## config.mk

```make
export PLATFORM = sky130hd
export DESIGN_NAME = bus_thread_arbiter
export DESIGN_NICKNAME = d
export VERILOG_FILES = /design/src/rtl/bus_thread_arbiter.sv
export SDC_FILE = /design/constraint.sdc
export NUM_CORES = 1
export LEC_CHECK = 0
export BUFFER_PORTS_ARGS = -buffer_cell sky130_fd_sc_hd__buf_2
export CAP_MARGIN = 5
export CORE_ASPECT_RATIO = 0.7
export CORE_MARGIN = 3
export CORE_UTILIZATION = 25
export DETAILED_ROUTE_END_ITERATION = 16
export PLACE_DENSITY = 0.48
export SLEW_MARGIN = 20
export SYNTH_ARGS = -nofsm -noshare
export SYNTH_HDL_FRONTEND = slang
export SYNTH_SLANG_ARGS = --single-unit
```

## constraint.sdc

```tcl
create_clock -name W_CLK -period 2.6 [get_ports W_CLK]
set_clock_uncertainty 0.2 [all_clocks]
set_input_delay 0 -clock W_CLK [delete_from_list [all_inputs] [get_ports W_CLK]]
set_output_delay 0 -clock W_CLK [all_outputs]
set_load 0.05 [all_outputs]
```

## src/rtl/bus_thread_arbiter.sv

```systemverilog
// bus_thread_arbiter: four-thread round-robin arbiter in front of a single
// strobe/acknowledge bus. The winning thread's address, data and write flag
// are latched at grant and held until the bus acknowledges.
// Optional feature: define ARB_TIMEOUT_EN to abort a transfer (DONE + ERR)
// after TIMEOUT bus-wait cycles without W_ACK.
//
// state | meaning
// IDLE  | no transfer; grant on any pending request
// BUS   | strobe active, waiting for W_ACK (or timeout)
// FIN   | completion cycle; GNT/DONE cleared on exit
module bus_thread_arbiter #(
  parameter int unsigned TIMEOUT = 255
) (
  input  logic         W_CLK,
  input  logic         W_RST,
  input  logic [3:0]   REQ,
  input  logic [3:0]   REQ_WE,
  input  logic [127:0] REQ_ADDR,
  input  logic [127:0] REQ_DAT,
  output logic [3:0]   GNT,
  output logic [3:0]   DONE,
  output logic [3:0]   ERR,
  output logic [31:0]  RD_DAT,
  output logic [1:0]   THREAD,
  output logic [31:0]  W_ADDR,
  output logic [31:0]  W_DAT_O,
  output logic         W_WRITE,
  output logic         W_STB,
  input  logic [31:0]  W_DAT_I,
  input  logic         W_ACK
);

  typedef enum logic [1:0] {IDLE, BUS, FIN} state_t;

  state_t     state;
  logic [1:0] last_winner;
  logic [1:0] pick;
  logic [1:0] cand;
  logic       found;

  if (TIMEOUT == 0 || TIMEOUT > 65535) begin : g_bad_timeout
    $error("bus_thread_arbiter: TIMEOUT must be 1..65535");
  end

`ifdef ARB_TIMEOUT_EN
  localparam logic [15:0] TO_LAST = 16'(TIMEOUT - 1);
  logic [15:0] to_cnt;
`else
  assign ERR = 4'b0000;
`endif

  // Round-robin pick: first requester at or after last_winner+1, wrapping.
  always_comb begin
    pick  = last_winner + 2'd1;
    cand  = 2'd0;
    found = 1'b0;
    for (int i = 1; i <= 4; i++) begin
      cand = last_winner + 2'(i);
      if (!found && REQ[cand]) begin
        pick  = cand;
        found = 1'b1;
      end
    end
  end

  // Arbitration FSM with registered grant, bus and completion outputs.
  always_ff @(posedge W_CLK) begin
    if (W_RST) begin
      state       <= IDLE;
      last_winner <= 2'd3;
      GNT         <= 4'b0000;
      DONE        <= 4'b0000;
      RD_DAT      <= 32'h0;
      THREAD      <= 2'd0;
      W_ADDR      <= 32'h0;
      W_DAT_O     <= 32'h0;
      W_WRITE     <= 1'b0;
      W_STB       <= 1'b0;
`ifdef ARB_TIMEOUT_EN
      ERR         <= 4'b0000;
      to_cnt      <= 16'h0;
`endif
    end else begin
      case (state)
        IDLE: begin
          if (|REQ) begin
            state       <= BUS;
            last_winner <= pick;
            THREAD      <= pick;
            GNT         <= 4'b0001 << pick;
            W_ADDR      <= REQ_ADDR[{pick, 5'd0} +: 32];
            W_DAT_O     <= REQ_DAT[{pick, 5'd0} +: 32];
            W_WRITE     <= REQ_WE[pick];
            W_STB       <= 1'b1;
`ifdef ARB_TIMEOUT_EN
            to_cnt      <= 16'h0;
`endif
          end
        end
        BUS: begin
          // Acknowledge beats a timeout landing on the same edge.
          if (W_ACK) begin
            if (!W_WRITE) RD_DAT <= W_DAT_I;
            W_STB <= 1'b0;
            DONE  <= GNT;
            state <= FIN;
          end
`ifdef ARB_TIMEOUT_EN
          else if (to_cnt == TO_LAST) begin
            W_STB <= 1'b0;
            DONE  <= GNT;
            ERR   <= GNT;
            state <= FIN;
          end else begin
            to_cnt <= to_cnt + 16'd1;
          end
`endif
        end
        FIN: begin
          GNT   <= 4'b0000;
          DONE  <= 4'b0000;
`ifdef ARB_TIMEOUT_EN
          ERR   <= 4'b0000;
`endif
          state <= IDLE;
        end
        default: state <= IDLE;
      endcase
    end
  end

endmodule

```

==> results.toml, run 1 <==
[floorplanning]
dieWidth_um = 204
num_rows = 50
die_h_um = 145
start_util_pct = 25.6
pin_count = 411

[synthesis]
ys_top_cells_by_area = "dfxtp_1 (33%), a211oi_2 (9.3%), a221oi_2 (6.3%)"
synth-warning-count = 0
synth_edf_count = 0
synth.distinct_cells = 48
syn_avg_cell_area_um2 = 8.74
ys_ff_latch = 112
netlist_area_mm2 = 0.00689
synth_top_cell_area_share_pct = 32.5
netlist_instances = 788
synthArstFlopShare_pct = 0
synth-seq-area-share_pct = 32.5
synth_area_leader_cell = "dfxtp_1"
synthFlopType = "dfxtp_1"

[clocking]
cts_resized = 0
cts_hold_buf = 304
post_cts_buffers = 0
cts_root_buf = "clkbuf_16"
cts_sinks = 112
cts_made_buffers = 9
cts_buffer_depth = 2
htreeDepth = 3

[place]
dp_slack_ps = 256
dpl.hpwl_um = 23700
placed_area_mm2 = 0.00937
routabilityCongestion = 0.790
place.port_buffers = 406

[status]
status = "did not finish"
lastStage = "4_1_cts"
firstError = "[ERROR RSZ-0060] Max buffer count reached."
==> stage by stage <==
step | cells | utilization, % | hold WS [ps]
floorplan | 791 | - | -64.0
global placement | 1499 | 34.8 | 41.6
detailed placement | 1499 | 34.8 | 47.5
==> kinds of logic after synthesis <==
group | Yosys count | share of synthesized area [%]
simple gates | 277 | 18.9
mux | 31 | 5.83
flops | 112 | 32.5
buf+inv | 100 | 7.17
other cells | 1 | 0.0544
compound gates | 266 | 35.4
xor+xnor | 1 | 0.127
==> synth_stat cells, drive strengths merged, types with 3 or more instances <==
| cell type | n |
|---|---|
| a211oi | 67 |
| a21o | 36 |
| a21oi | 45 |
| a221oi | 65 |
| a22oi | 5 |
| buf | 43 |
| clkbuf | 54 |
| dfxtp | 112 |
| inv | 3 |
| mux2 | 31 |
| nand2 | 77 |
| nand2b | 5 |
| nand3 | 69 |
| nand4 | 34 |
| nor2 | 79 |
| nor3 | 3 |
| o21ai | 7 |
| o31ai | 34 |
==> run 2: changes to the inputs <==
CORE_ASPECT_RATIO = default   (was 0.7)
CORE_UTILIZATION = 20   (was 25)
PLACE_DENSITY = default   (was 0.48)
PLACE_DENSITY_LB_ADDON = 0.15   (was default)
==> run 2 against run 1 <==
Net effect:
- the run now ends clean
- synthesized cell count is the same
- synthesized area is the same
==> results.toml, run 2 <==
[status]
status = "completed"

[synthesis]
synth_xor_area_share_pct = 0.127
ys_ff_latch = 112
yosysMostFrequentCell = "dfxtp_1"
synth_edf_count = 0
synthMuxAreaShare_pct = 5.83
synth-simple-area-share_pct = 18.9
netlist_instances = 788
yosys-top-cells-count = "dfxtp_1 (112), nand2_1 (77), nor2_1 (77)"
synth-warning-count = 0
synthArstFlopShare_pct = 0
synth_adder_area_share_pct = 0
syn_avg_cell_area_um2 = 8.74
synth.distinct_cells = 48
synth-seq-area-share_pct = 32.5
synth_area_leader_cell = "dfxtp_1"
synthFlopType = "dfxtp_1"
synth_top_family_by_area = "compound AO/OA/AOI/OAI gates"
ys_top_cells_by_area = "dfxtp_1 (33%), a211oi_2 (9.3%), a221oi_2 (6.3%)"
netlist_area_mm2 = 0.00689
synth_compound_area_share_pct = 35.4
synth_top_cell_area_share_pct = 32.5

[clocking]
htreeDepth = 3
cts_resized = 0
cts_sinks = 112
cts_tree = "done"
cts_root_buf = "clkbuf_16"
insertion_delay_ps = 380
cts_made_buffers = 9
path_clk_slew_ps = 90
cts_buffer_depth = 2

[floorplanning]
die_h_um = 192
core_area_mm2 = 0.0338
dieWidth_um = 192
dieArea_mm2 = 0.0367
start_util_pct = 20.4
num_rows = 67
pin_count = 411

[sta]
fin_ws_ps = 184
whs_ps = 16.0
hold_viol_final = 0
setup-tns-final_ps = 0
worstMarginPinSlew_ps = 821
fin_crit_sh_pct = 92.9
rsz0062_at_grt = "false"
slew_violations = 0
slew-limit-headroom_pct = 45.3
final.min_clock_period_ps = 2420
setup_viol = 0
fmax_mhz = 414

[place]
dpl.hpwl_um = 26300
routabilityCongestion = 0.804
place_inst = 1588
place.port_buffers = 406
dp_slack_ps = 177
placed_area_mm2 = 0.00952

[worst_hold_path]
min_path_type = "in2reg"
hold_path_startpoint = "REQ_DAT[69]"

[grt]
antenna_found_initial = 2
grt_pass1_wl_um = 57100
grt.overflow.total = 0
grt_usage_pct = 20.5
grt_pass1_vias = 9735
grt_max_degree = 60

[pwr]
p_leak_nw = 5.62
comb_power_share_pct = 48.4
power_switching_mw = 3.09
seqPwrFrac_pct = 28.4
power_density_mw_per_mm2 = 567
clkPwrFrac_pct = 23.1
p_int_mw = 4.16
switching_share_pct = 42.6
power.total_mw = 7.25
ir_drop_mv = 0.340

[finish]
fin_area_mm2 = 0.0128
fin_nets = 1743
final_cell_mix = "buf_2 (405), dlygate4sd3_1 (293), dfxtp_1 (112)"
area_growth_pct = 85.6
utilization_pct = 37.9
drive_above_1_share_pct = 40.4
top_regs = "RD_DAT (32), W_ADDR (32), W_DAT_O (32)"
stdcell_count = 1899
layout_commonest_cell = "buf_2"

[routing]
met3WireLength_um = 2730
wirelength_um = 38900
dr_wl_met2_um = 18800
dr.pass1.iters = 5
vias = 9038
dr.max_layer_used = "met4"
wl_per_cell_um = 20.5
drt-initial-drc-count = 375
drc_errors = 0
m1WireLength_um = 15600
via_per_inst = 4.76
postRouteAntennaNets = 0

[setup_path]
setup.worst_path.start = "last_winner[1]"
start_kind = "flip-flop"
worstSetupEndpointType = "flip-flop"
cp.required_ps = 2640
r2r-start = "last_winner[1]"
path_class = "reg2reg"
cp_max_fo = 30
cp.arrival_ps = 2460

[job]
maxCapViolCount = 0
## run 2: cell families after synthesis
kind of cell,Yosys count
other cells,1
simple gates,277
mux,31
flops,112
compound gates,266
xor+xnor,1
buf+inv,100
## run 2: worst paths after layout
| path | endpoint | slack, ps | cells after the start |
|---|---|---|---|
| max reg2reg | W_ADDR[30] | 180 | 6 |
| max | W_ADDR[30] | 180 | 6 |
| min reg2reg | RD_DAT[8] | 260 | 2 |
| min | W_DAT_O[5] | 20 | 4 |
## run 2: timing repair
action | 4_1_cts | 5_1_grt
hold endpoints to repair | 103 | 0
buffers inserted | 0 | 0
hold buffers | 293 | 0
## run 2: critical path, cell delays in order, from the launching register on
cell and delay (ps):
dfxtp_1 600, inv_1 250, a21oi_1 270, o32ai_4 150, buf_12 200, a221oi_1 470, a211oi_2 130
## run 2: power groups by stage
stage	Clock, mW	Sequential, mW	Combinational (mW)
after floorplan	0	2.77	1.47
after global placement	0	2.10	3.17
after detailed placement	0	2.10	3.18
after CTS	1.76	2.06	3.54
after global routing	1.78	2.09	3.76
final	1.68	2.06	3.51
## run 2: layer usage
metal / track usage (%) / up-vias
li1: - / 4285
met1: 23.1 / 4247
met2: 35.8 / 424
met3: 5.00 / 82
met4: 10.7 / 0
met5: 0 / -
## run 2: cell type report
class	count	area, um^2
fillers	3436	21000
repair buffers	739	5390
multi-input cells	579	4240
flip-flops and latches	112	2240
well taps	448	561
clock buffers	9	225
clock inverters	7	109
inverters	3	11.3
diodes	2	5.00
No activity file was read; power rests on OpenSTA's default activity.
